**config.mk**
```make
export PLATFORM = sky130hd
export DESIGN_NAME = stream_mac_loopback_flat
export DESIGN_NICKNAME = d
export VERILOG_FILES = /design/src/rtl/stream_mac_loopback_if.sv /design/src/rtl/stream_mac_loopback.sv /design/src/flat_wrapper.sv
export SDC_FILE = /design/constraint.sdc
export NUM_CORES = 2
export LEC_CHECK = 0
export CAP_MARGIN = 5
export CELL_PAD_IN_SITES_DETAIL_PLACEMENT = 1
export CELL_PAD_IN_SITES_GLOBAL_PLACEMENT = 2
export CORE_MARGIN = 4
export CORE_UTILIZATION = 51
export CTS_CLUSTER_SIZE = 14
export DETAILED_ROUTE_END_ITERATION = 7
export PLACE_DENSITY_LB_ADDON = 0.1
export SLEW_MARGIN = 20
export SYNTH_ARGS = -nofsm -noshare
export SYNTH_HDL_FRONTEND = slang
export SYNTH_SLANG_ARGS = --single-unit
```
**constraint.sdc**
```tcl
create_clock -name clk -period 18.05 [get_ports clk]
set_input_delay 3.61 -clock clk [delete_from_list [all_inputs] [get_ports clk]]
set_output_delay 3.61 -clock clk [all_outputs]
set_load 0.05 [all_outputs]
```
**src/rtl/stream_mac_loopback_if.sv**
```systemverilog
// ---------------------------------------------------------------------------
// stream_mac_loopback_if
//   Valid/ready stream bundle shared by the host-to-card and card-to-host
//   sides of the loopback kernels.
//
//   Signals:
//     valid  producer has a beat on data
//     rdy    consumer can take the beat; a transfer happens on valid && rdy
//     data   DATA_W-bit beat payload
//
//   Modports:
//     master  drives valid/data, observes rdy   (stream source)
//     slave   observes valid/data, drives rdy   (stream sink)
// ---------------------------------------------------------------------------
interface stream_mac_loopback_if #(
    parameter int DATA_W = 128
) ();
    logic              valid;
    logic              rdy;
    logic [DATA_W-1:0] data;

    modport master (output valid, output data, input rdy);
    modport slave  (input valid, input data, output rdy);
endinterface

```
**src/rtl/stream_mac_loopback.sv**
```systemverilog
// ---------------------------------------------------------------------------
// stream_mac_loopback
//   Lane-wise 32x32 multiply-accumulate kernel placed between the stream
//   input and output endpoints. Each input beat carries LANES operand pairs
//   (lane i: a = data[64i+63:64i+32], b = data[64i+31:64i]). Depending on the
//   mode the block echoes the beat (PASS), returns the sum of lane products
//   for every beat (DOT), or sums that value over a block of blk_len beats
//   (REDUCE). Results sit in a first-word-fall-through FIFO until the
//   card-to-host side accepts them.
//
//   Result beat layout for DOT/REDUCE:
//     [31:0]  dot value or accumulated sum (mod 2^32)
//     [63:32] data[31:0] of the last beat that contributed
//     [95:64] sequence number of the output beat
//     others  SIG
//
//   Ports:
//     clk         clock for all logic
//     rst         synchronous, active-low reset
//     s1i         host-to-card stream (slave side)
//     s1o         card-to-host stream (master side)
//     mode        0/3 = PASS, 1 = DOT, 2 = REDUCE
//     blk_len     beats per REDUCE block (0 behaves as 1)
//     fifo_level  occupied output FIFO entries
//     busy        work is pending somewhere in the block
// ---------------------------------------------------------------------------
module stream_mac_loopback #(
    parameter int          DATA_W = 128,
    parameter int          DEPTH  = 16,
    parameter logic [31:0] SIG    = 32'h42424242
) (
    input  logic                      clk,
    input  logic                      rst,
    stream_mac_loopback_if.slave      s1i,
    stream_mac_loopback_if.master     s1o,
    input  logic [1:0]                mode,
    input  logic [15:0]               blk_len,
    output logic [$clog2(DEPTH):0]    fifo_level,
    output logic                      busy
);

    localparam int LANES = DATA_W / 64;
    localparam int WORDS = DATA_W / 32;
    localparam int AW    = $clog2(DEPTH);
    localparam int LW    = AW + 1;

    typedef enum logic {
        ST_IDLE,
        ST_ACCUM
    } state_t;

    typedef enum logic [1:0] {
        MODE_PASS     = 2'd0,
        MODE_DOT      = 2'd1,
        MODE_REDUCE   = 2'd2,
        MODE_PASS_ALT = 2'd3
    } mode_t;

    function automatic logic is_pass(input mode_t m);
        return (m == MODE_PASS) || (m == MODE_PASS_ALT);
    endfunction

    // ------------------------------------------------------------------
    // Input handshake
    // ------------------------------------------------------------------
    logic          in_rdy;
    logic          in_fire;
    logic [LW:0]   occupancy;

    // Stage-1 / stage-2 control (declared early, used by the credit check)
    logic          s1_valid;
    logic          s1_first;
    logic          s1_emit;
    logic          s1_pass;
    logic          s2_valid;
    logic          s2_pass;

    logic [LW-1:0] level_q;

    // Beats that will still land in the FIFO are counted against DEPTH so an
    // accepted beat always finds a free entry. Only registers feed this, so
    // there is no combinational path from s1o.rdy to s1i.rdy.
    assign occupancy = {1'b0, level_q}
                     + (LW+1)'(s1_valid && s1_emit)
                     + (LW+1)'(s2_valid);
    assign in_rdy    = occupancy < (LW+1)'(DEPTH);
    assign in_fire   = s1i.valid && in_rdy;
    assign s1i.rdy   = in_rdy;

    // ------------------------------------------------------------------
    // Block FSM: decides, at acceptance time, whether a beat starts a new
    // sum and whether it completes a result.
    // ------------------------------------------------------------------
    state_t      state_q, state_d;
    mode_t       mode_q,  mode_d;
    logic [15:0] len_q,   len_d;
    logic [15:0] cnt_q,   cnt_d;
    logic [15:0] eff_len;
    logic        beat_first;
    logic        beat_emit;
    logic        beat_pass;

    always_ff @(posedge clk) begin
        if (!rst) begin
            state_q <= ST_IDLE;
            mode_q  <= MODE_PASS;
            len_q   <= 16'd1;
            cnt_q   <= 16'd0;
        end else begin
            // NOTE: clocked state uses non-blocking assignments so every
            // register samples pre-edge values, independent of block order.
            state_q <= state_d;
            mode_q  <= mode_d;
            len_q   <= len_d;
            cnt_q   <= cnt_d;
        end
    end

    always_comb begin
        // NOTE: every output of this block gets a default first; a path that
        // leaves one unassigned would otherwise infer a latch.
        state_d    = state_q;
        mode_d     = mode_q;
        len_d      = len_q;
        cnt_d      = cnt_q;
        beat_first = 1'b0;
        beat_emit  = 1'b0;
        beat_pass  = 1'b0;
        eff_len    = (blk_len == 16'd0) ? 16'd1 : blk_len;

        unique case (state_q)
            ST_IDLE: begin
                if (in_fire) begin
                    mode_d     = mode_t'(mode);
                    len_d      = eff_len;
                    beat_first = 1'b1;
                    beat_pass  = is_pass(mode_t'(mode));
                    if ((mode_t'(mode) == MODE_REDUCE) && (eff_len > 16'd1)) begin
                        cnt_d   = 16'd1;
                        state_d = ST_ACCUM;
                    end else begin
                        beat_emit = 1'b1;
                    end
                end
            end
            ST_ACCUM: begin
                // mode/blk_len inputs are deliberately not looked at here;
                // the block finishes with the values latched at its start.
                if (in_fire) begin
                    beat_pass = is_pass(mode_q);
                    if (cnt_q + 16'd1 == len_q) begin
                        beat_emit = 1'b1;
                        cnt_d     = 16'd0;
                        state_d   = ST_IDLE;
                    end else begin
                        cnt_d = cnt_q + 16'd1;
                    end
                end
            end
            default: state_d = ST_IDLE;
        endcase
    end

    // ------------------------------------------------------------------
    // Stage 1: lane products, low data word and beat tags
    // ------------------------------------------------------------------
    logic [31:0]       s1_prod [LANES];
    logic [31:0]       s1_lo;
    logic [DATA_W-1:0] s1_data;

    always_ff @(posedge clk) begin
        if (!rst) begin
            s1_valid <= 1'b0;
            s1_first <= 1'b0;
            s1_emit  <= 1'b0;
            s1_pass  <= 1'b0;
        end else begin
            s1_valid <= in_fire;
            if (in_fire) begin
                s1_first <= beat_first;
                s1_emit  <= beat_emit;
                s1_pass  <= beat_pass;
            end
        end
    end

    // Pure datapath: only ever consumed under s1_valid.
    always_ff @(posedge clk) begin
        if (in_fire) begin
            for (int i = 0; i < LANES; i++) begin
                s1_prod[i] <= s1i.data[64*i+32 +: 32] * s1i.data[64*i +: 32];
            end
            s1_lo   <= s1i.data[31:0];
            s1_data <= s1i.data;
        end
    end

    // ------------------------------------------------------------------
    // Stage 2: dot value, accumulator and result word
    // ------------------------------------------------------------------
    logic [31:0]       dot;
    logic [31:0]       acc_q;
    logic [31:0]       acc_sum;
    logic [DATA_W-1:0] result_word;
    logic [DATA_W-1:0] s2_word;

    always_comb begin
        dot = '0;
        for (int i = 0; i < LANES; i++) begin
            dot = dot + s1_prod[i];
        end
        // A block's first beat replaces the running sum instead of adding.
        acc_sum = s1_first ? dot : (acc_q + dot);
    end

    // The sequence field is left zero here and filled in on the FIFO write,
    // where the counter is exact for this beat.
    always_comb begin
        result_word = '0;
        for (int w = 3; w < WORDS; w++) begin
            result_word[32*w +: 32] = SIG;
        end
        result_word[63:32] = s1_lo;
        result_word[31:0]  = acc_sum;
    end

    always_ff @(posedge clk) begin
        if (!rst) begin
            s2_valid <= 1'b0;
            s2_pass  <= 1'b0;
            acc_q    <= '0;
        end else begin
            s2_valid <= s1_valid && s1_emit;
            if (s1_valid) begin
                s2_pass <= s1_pass;
                acc_q   <= s1_emit ? 32'd0 : acc_sum;
            end
        end
    end

    always_ff @(posedge clk) begin
        if (s1_valid && s1_emit) begin
            s2_word <= s1_pass ? s1_data : result_word;
        end
    end

    // ------------------------------------------------------------------
    // Output FIFO (first-word-fall-through) and sequence counter
    // ------------------------------------------------------------------
    logic [DATA_W-1:0] mem [DEPTH];
    logic [AW-1:0]     wr_ptr_q;
    logic [AW-1:0]     rd_ptr_q;
    logic [31:0]       seq_q;
    logic              fifo_we;
    logic              fifo_re;
    logic [DATA_W-1:0] fifo_wdata;

    assign fifo_we = s2_valid;
    assign fifo_re = (level_q != '0) && s1o.rdy;

    always_comb begin
        fifo_wdata = s2_word;
        if (!s2_pass) begin
            fifo_wdata[95:64] = seq_q;
        end
    end

    // Pointers are AW bits wide, so they wrap modulo DEPTH on their own.
    always_ff @(posedge clk) begin
        if (!rst) begin
            wr_ptr_q <= '0;
            rd_ptr_q <= '0;
            level_q  <= '0;
            seq_q    <= '0;
        end else begin
            if (fifo_we) begin
                wr_ptr_q <= wr_ptr_q + AW'(1);
                seq_q    <= seq_q + 32'd1;
            end
            if (fifo_re) begin
                rd_ptr_q <= rd_ptr_q + AW'(1);
            end
            unique case ({fifo_we, fifo_re})
                2'b10:   level_q <= level_q + LW'(1);
                2'b01:   level_q <= level_q - LW'(1);
                default: level_q <= level_q;
            endcase
        end
    end

    // NOTE: storage has no reset; an entry is only visible once level_q
    // covers it, and clearing the pointers discards everything it holds.
    always_ff @(posedge clk) begin
        if (fifo_we) begin
            mem[wr_ptr_q] <= fifo_wdata;
        end
    end

    assign s1o.valid  = (level_q != '0);
    assign s1o.data   = mem[rd_ptr_q];
    assign fifo_level = level_q;
    assign busy       = (state_q != ST_IDLE) || s1_valid || s2_valid
                        || (level_q != '0);

endmodule

```
**src/flat_wrapper.sv**
```systemverilog
// flat-port wrapper written by rule: the top's interface ports become plain ports
module stream_mac_loopback_flat 
#(
    parameter int          DATA_W = 128,
    parameter int          DEPTH  = 16,
    parameter logic [31:0] SIG    = 32'h42424242
)
  (clk, rst, mode, blk_len, fifo_level, busy, s1i_valid, s1i_data, s1i_rdy, s1o_valid, s1o_data, s1o_rdy);
  stream_mac_loopback_if #(.DATA_W(DATA_W)) s1i_i ();
  stream_mac_loopback_if #(.DATA_W(DATA_W)) s1o_i ();
  input  logic clk;
  input  logic rst;
  input  logic [1:0] mode;
  input  logic [15:0] blk_len;
  output logic [$clog2(DEPTH):0] fifo_level;
  output logic busy;
  input wire logic [$bits(s1i_i.valid)-1:0] s1i_valid;
  input wire logic [$bits(s1i_i.data)-1:0] s1i_data;
  output wire logic [$bits(s1i_i.rdy)-1:0] s1i_rdy;
  output wire logic [$bits(s1o_i.valid)-1:0] s1o_valid;
  output wire logic [$bits(s1o_i.data)-1:0] s1o_data;
  input wire logic [$bits(s1o_i.rdy)-1:0] s1o_rdy;
  assign s1i_i.valid = s1i_valid;
  assign s1i_i.data = s1i_data;
  assign s1i_rdy = s1i_i.rdy;
  assign s1o_valid = s1o_i.valid;
  assign s1o_data = s1o_i.data;
  assign s1o_i.rdy = s1o_rdy;
  stream_mac_loopback #(.DATA_W(DATA_W), .DEPTH(DEPTH), .SIG(SIG)) u_core (.clk(clk), .rst(rst), .s1i(s1i_i), .s1o(s1o_i), .mode(mode), .blk_len(blk_len), .fifo_level(fifo_level), .busy(busy));
endmodule
```
==> flow_summary.html <==
<table>
<tr><th>Metric</th><th>Value</th></tr>
<tr><th colspan="2">Final layout</th></tr>
<tr><td>Number of nets in the layout</td><td>9572</td></tr>
<tr><td>Area used by multi-input combinational logic</td><td>0.0502 mm^2</td></tr>
<tr><td>Area delta synth-&gt;final</td><td>11.9%</td></tr>
<tr><td>Ratio of cells with drive above 1 in the final layout</td><td>0.149</td></tr>
<tr><td>Count of filler cells inserted in the layout</td><td>22700</td></tr>
<tr><td>Flip-flop and latch area</td><td>0.0736 mm^2</td></tr>
<tr><th colspan="2">CTS</th></tr>
<tr><td>Clock Root Buffer</td><td>clkbuf_16</td></tr>
<tr><td>Bufs on Longest Clock Path</td><td>4</td></tr>
<tr><td>Hold-fix buffers at CTS</td><td>0</td></tr>
<tr><td>Setup Buffers After CTS</td><td>0</td></tr>
<tr><td>Clk sinks</td><td>~2500</td></tr>
<tr><td>Num CTS Buffers</td><td>275</td></tr>
<tr><td>CTS tree</td><td>built</td></tr>
<tr><td>Clock H-tree levels</td><td>5</td></tr>
<tr><td>Cells resized by post-CTS repair</td><td>0</td></tr>
<tr><td>Clock-pin slew of the registers on the worst-case setup and hold paths</td><td>60 ps</td></tr>
<tr><td>Clock insertion delay at the later pin of the skew report</td><td>between 900 and 1000 ps</td></tr>
<tr><th colspan="2">Synth</th></tr>
<tr><td>Number of warnings printed during yosys synthesis</td><td>0</td></tr>
<tr><td>Fraction of the yosys area taken by sequential cells</td><td>0.574</td></tr>
<tr><td>Net count after synthesis</td><td>9258</td></tr>
<tr><td>Post-Synthesis Cells</td><td>7968</td></tr>
<tr><td>Number of enable-type register cells in the synthesized netlist</td><td>2368</td></tr>
<tr><td>Top cell type's share of synthesized area</td><td>0.555</td></tr>
<tr><td>Top flip-flop cell by instance count after synthesis</td><td>edfxtp_1</td></tr>
<tr><td>Asr flop ratio synth</td><td>0</td></tr>
<tr><td>Number of synthesized register bits</td><td>2490</td></tr>
<tr><td>Average cell area after synthesis</td><td>16.1 um^2</td></tr>
<tr><td>Largest cells by area after synthesis</td><td>edfxtp_1, fa_1, mux4_2, and2_1, ha_1</td></tr>
<tr><td>Netlist Area Pre-Place</td><td>around 0.13 mm^2</td></tr>
<tr><td>Unique cell type count in the Yosys netlist</td><td>83</td></tr>
<tr><td>Area leader, netlist</td><td>edfxtp_1</td></tr>
<tr><th colspan="2">Floorplanning</th></tr>
<tr><td>Die Area</td><td>about 0.26 mm^2</td></tr>
<tr><td># IOs</td><td>286</td></tr>
<tr><td>Initial cell density of the core</td><td>0.514</td></tr>
<tr><td>Horiz. Die Dim</td><td>509 um</td></tr>
<tr><td>Floorplan Core Area</td><td>0.249 mm^2</td></tr>
<tr><td>Vert. Die Dim</td><td>~500 um</td></tr>
<tr><td>Site row count</td><td>between 150 and 200</td></tr>
<tr><th colspan="2">STA</th></tr>
<tr><td>Final max-slew violation count</td><td>0</td></tr>
<tr><td>Maximum clock frequency</td><td>about 95 MHz</td></tr>
<tr><td>Final hold slack</td><td>468 ps</td></tr>
<tr><td>Sum of negative setup slack</td><td>0 ps</td></tr>
<tr><td>RSZ-0062 raised after global routing</td><td>false</td></tr>
<tr><td>Shortest period the worst path allows</td><td>10510 ps</td></tr>
<tr><td>Share of the clock period used by the worst path after layout</td><td>0.582</td></tr>
<tr><td>Setup violations, final</td><td>0</td></tr>
<tr><td>Worst setup margin</td><td>around 7500 ps</td></tr>
<tr><td>Final hold violations</td><td>0</td></tr>
<tr><td>Setup skew after layout</td><td>79.3 ps</td></tr>
<tr><td>Tightest slew margin relative to the limit</td><td>0.192</td></tr>
<tr><td>Transition time of the tightest slew-check pin</td><td>1180 ps</td></tr>
<tr><th colspan="2">Worst setup path</th></tr>
<tr><td>Crit Path Max Fanout</td><td>18</td></tr>
<tr><td>Largest stage delay on the critical path</td><td>950 ps</td></tr>
<tr><td>Register-to-Register Path Depth</td><td>17</td></tr>
<tr><td>Register-to-register setup slack</td><td>12000 ps</td></tr>
<tr><td>Category of the worst setup path launch point</td><td>input port</td></tr>
<tr><td>Kind of end point of the critical path</td><td>flop</td></tr>
<tr><td>Worst path arrival time</td><td>11110 ps</td></tr>
<tr><td>Required time of the critical path</td><td>18650 ps</td></tr>
<tr><td>Category of the most critical setup path</td><td>in2reg</td></tr>
<tr><td>Worst-path cell chain</td><td>clkdlybuf4s50_1, and2_1, fa_1, inv_1, fa_1, fa_1, fa_1, inv_1, fa_1, inv_1, fa_1, inv_1, fa_1, fa_1, ha_1, o21ai_0, a21oi_1, o31ai_1, a41oi_1, o41ai_1, o21ai_0, a21oi_1, xnor2_1</td></tr>
<tr><td>Slowest stage cell on the critical path</td><td>clkdlybuf4s50_1</td></tr>
<tr><td>Most prevalent standard cell on the critical path</td><td>fa_1</td></tr>
<tr><th colspan="2">Route</th></tr>
<tr><td>First-pass iteration count of the detailed router</td><td>5</td></tr>
<tr><td>DRC errors left</td><td>0</td></tr>
<tr><td>Routed length per instance</td><td>30.4 um</td></tr>
<tr><td>Total number of vias</td><td>70800</td></tr>
<tr><td>Iteration-0 DRC Markers</td><td>7335</td></tr>
<tr><td>Mean number of vias per cell</td><td>5.99</td></tr>
<tr><td>Routed Antenna Nets</td><td>0</td></tr>
<tr><td>Final wirelength</td><td>between 300 and 400 mm</td></tr>
<tr><th colspan="2">Global routing</th></tr>
<tr><td>Initial antenna violation count</td><td>31</td></tr>
<tr><td>Met2 track demand over resource</td><td>0.458</td></tr>
<tr><td>Overall Global Routing Usage</td><td>0.282</td></tr>
<tr><td>GRT overflow</td><td>0</td></tr>
<tr><td>Number of global-route vias before repair</td><td>77500</td></tr>
<tr><td>Maximum number of pins on one net before global-route repair</td><td>between 100 and 150</td></tr>
<tr><td>Routing usage on met1</td><td>0.409</td></tr>
<tr><td>Met3 usage in global routing</td><td>0.0384</td></tr>
<tr><td>Busiest layer in global routing</td><td>met2</td></tr>
<tr><td>Global-route wire length before repair</td><td>532 mm</td></tr>
<tr><th colspan="2">Pwr</th></tr>
<tr><td>Pwr Density</td><td>approximately 210 mW/mm^2</td></tr>
<tr><td>Peak supply drop</td><td>between 0.7 and 0.8 mV</td></tr>
<tr><td>Static leakage</td><td>51.0 nW</td></tr>
<tr><th colspan="2">Min path</th></tr>
<tr><td>Number of cells on the worst hold path</td><td>2</td></tr>
<tr><td>Worst hold path class</td><td>reg2reg</td></tr>
<tr><th colspan="2">Placement</th></tr>
<tr><td>Number of port buffers</td><td>about 290</td></tr>
<tr><td>Routability cong.</td><td>0.839</td></tr>
<tr><td>HPWL after DPL</td><td>224 mm</td></tr>
<tr><td>Post-Place Setup Slack</td><td>6490 ps</td></tr>
<tr><th colspan="2">Job</th></tr>
<tr><td>Number of maximum-capacitance violations</td><td>0</td></tr>
<tr><th colspan="2">Outcome</th></tr>
<tr><td>Result of the run</td><td>completed</td></tr>
</table>
-- layer usage --
| layer | share of wire | vias up | wire, um |
|---|---|---|---|
| met5 | 0 | - | 0 |
| met4 | 0.024 | 0 | 8660 |
| met3 | 0.065 | 470 | 23200 |
| met2 | 0.49 | 2702 | 176000 |
| met1 | 0.42 | 38300 | 151000 |
| li1 | - | 29300 | - |
-- layout by cell type (no fill, tap or decap), types with 16 or more instances in the layout --
| cell type | n |
|---|---|
| mux2_2 | 85 |
| o21ai_0 | 78 |
| and2_4 | 18 |
| a21o_1 | 56 |
| xor2_1 | 79 |
| nor2_1 | 83 |
| fa_1 | 819 |
| nand3_1 | 35 |
| nor2b_1 | 49 |
| clkinv_2 | 38 |
| clkdlybuf4s50_1 | 277 |
| xnor2_1 | 204 |
| o21ai_1 | 16 |
| a211oi_1 | 27 |
| and2_1 | 739 |
| clkinv_1 | 54 |
| a22oi_1 | 19 |
| buf_4 | 111 |
| a21boi_0 | 26 |
| nand4_1 | 19 |
| ha_1 | 321 |
| dfxtp_1 | 116 |
| inv_1 | 795 |
| o21a_1 | 16 |
| clkbuf_16 | 284 |
| edfxtp_1 | 2368 |
| and3_1 | 28 |
| clkbuf_1 | 52 |
| a21oi_1 | 123 |
| mux2i_1 | 28 |
| nor3_1 | 28 |
| nand2_1 | 577 |
| mux4_2 | 621 |
| nand2b_1 | 24 |
| bufinv_16 | 18 |
-- cells by family (layout without fill, tap and decap cells) --
group                      Yosys count  after routing  share of synthesized area
DFF                               2490           2490                      0.574
and+or+nand+nor                   1666           1666                     0.0684
buffers and inverters             1172           1676                     0.0345
adders and majority gates         1140           1140                      0.159
muxes                              734            734                      0.119
AOI/OAI and AO/OA                  480            480                     0.0249
xor gates and xnor gates           286            286                     0.0199
other                                0              7                          0
-- synth_stat cells (11+ instances only) --
| cell | count |
|---|---|
| nand4_1 | 19 |
| and3_1 | 28 |
| mux4_2 | 621 |
| mux2i_1 | 28 |
| ha_1 | 321 |
| nand2_1 | 577 |
| or3_1 | 15 |
| fa_1 | 819 |
| buf_2 | 13 |
| xnor2_1 | 204 |
| edfxtp_1 | 2368 |
| nand3_1 | 35 |
| o21ai_0 | 78 |
| a22oi_1 | 19 |
| a31oi_1 | 11 |
| inv_1 | 795 |
| nor3_1 | 28 |
| a21boi_0 | 26 |
| o21a_1 | 16 |
| mux2_2 | 85 |
| a21oi_1 | 124 |
| nor2_1 | 83 |
| nand2b_1 | 24 |
| o21ai_1 | 16 |
| clkbuf_1 | 305 |
| o21bai_1 | 14 |
| nor2b_1 | 49 |
| dfxtp_1 | 122 |
| a211oi_1 | 27 |
| buf_1 | 56 |
| xor2_1 | 79 |
| and2_1 | 757 |
| a21o_1 | 56 |
-- registers in the layout (all words and copies together), names as in the netlist, named ones only --
| name | cells |
|---|---|
| u_core.s1_data | 128 |
| u_core.s2_pass | 1 |
| u_core.state_q | 1 |
| u_core.s1_valid | 1 |
| u_core.rd_ptr_q | 4 |
| u_core.len_q | 16 |
| u_core.mode_q | 2 |
| u_core.wr_ptr_q | 4 |
| u_core.fifo_we | 1 |
| u_core.s1_pass | 1 |
| u_core.acc_q | 32 |
| u_core.s1_emit | 1 |
| u_core.s1_prod | 64 |
| u_core.cnt_q | 16 |
| u_core.s1_first | 1 |
| u_core.fifo_level | 5 |
| u_core.s2_word | 128 |
| u_core.seq_q | 32 |
| u_core.mem | 2048 |
-- worst paths after layout --
path	startpoint	to
hold reg to reg	u_core.acc_q[21]$_SDFFE_PN0P_	u_core.acc_q[21]$_SDFFE_PN0P_
setup / recovery	s1i_data[47]	u_core.s1_prod[0][28]$_DFFE_PP_
setup reg to reg	u_core.s1_prod[0][10]$_DFFE_PP_	u_core.s2_word[31]$_DFFE_PP_
hold / removal	u_core.acc_q[21]$_SDFFE_PN0P_	u_core.acc_q[21]$_SDFFE_PN0P_
-- where the power goes --
group          leakage [nW]  internal (W)  switching [W]  total, W
combinational          24.3       0.00717        0.00993    0.0171
clock                  4.12       0.00313        0.00220   0.00533
sequential             22.6       0.00725       0.000134   0.00739
total                  51.0        0.0176         0.0123    0.0298
-- per-stage QoR --
| step | instance area (um^2) | utilization | power, W | cells |
|---|---|---|---|---|
| after global routing | 143000 | 0.575 | 0.0322 | 11800 |
| after floorplan | 128000 | - | 0.0193 | 7968 |
| final | 143000 | 0.575 | 0.0298 | 11800 |
| after CTS | 143000 | 0.575 | 0.0303 | 11800 |
| after global placement | 135000 | 0.541 | 0.0245 | 11300 |
| after detailed placement | 135000 | 0.541 | 0.0248 | 11300 |
-- worst max-delay path: cells and delay by family --
kind	cells	cell delay, ps
XOR/XNOR	1	80
buffers and inverters	5	1160
AND/OR/NAND/NOR	1	450
AO/OA/AOI/OAI	7	1530
adder cells (fa/ha/maj)	9	4280
-- area by class of cell --
type / instances / share of cell area
tap: 3330 / 0.0291
inverter: 798 / 0.0209
clock buffer: 338 / 0.0511
multi-input combinational: 4306 / 0.350
timing repair buffer: 411 / 0.0276
antenna: 7 / 0.000122
clock inverter: 129 / 0.00778
sequential: 2490 / 0.513
No activity file was read; power rests on OpenSTA's default activity.
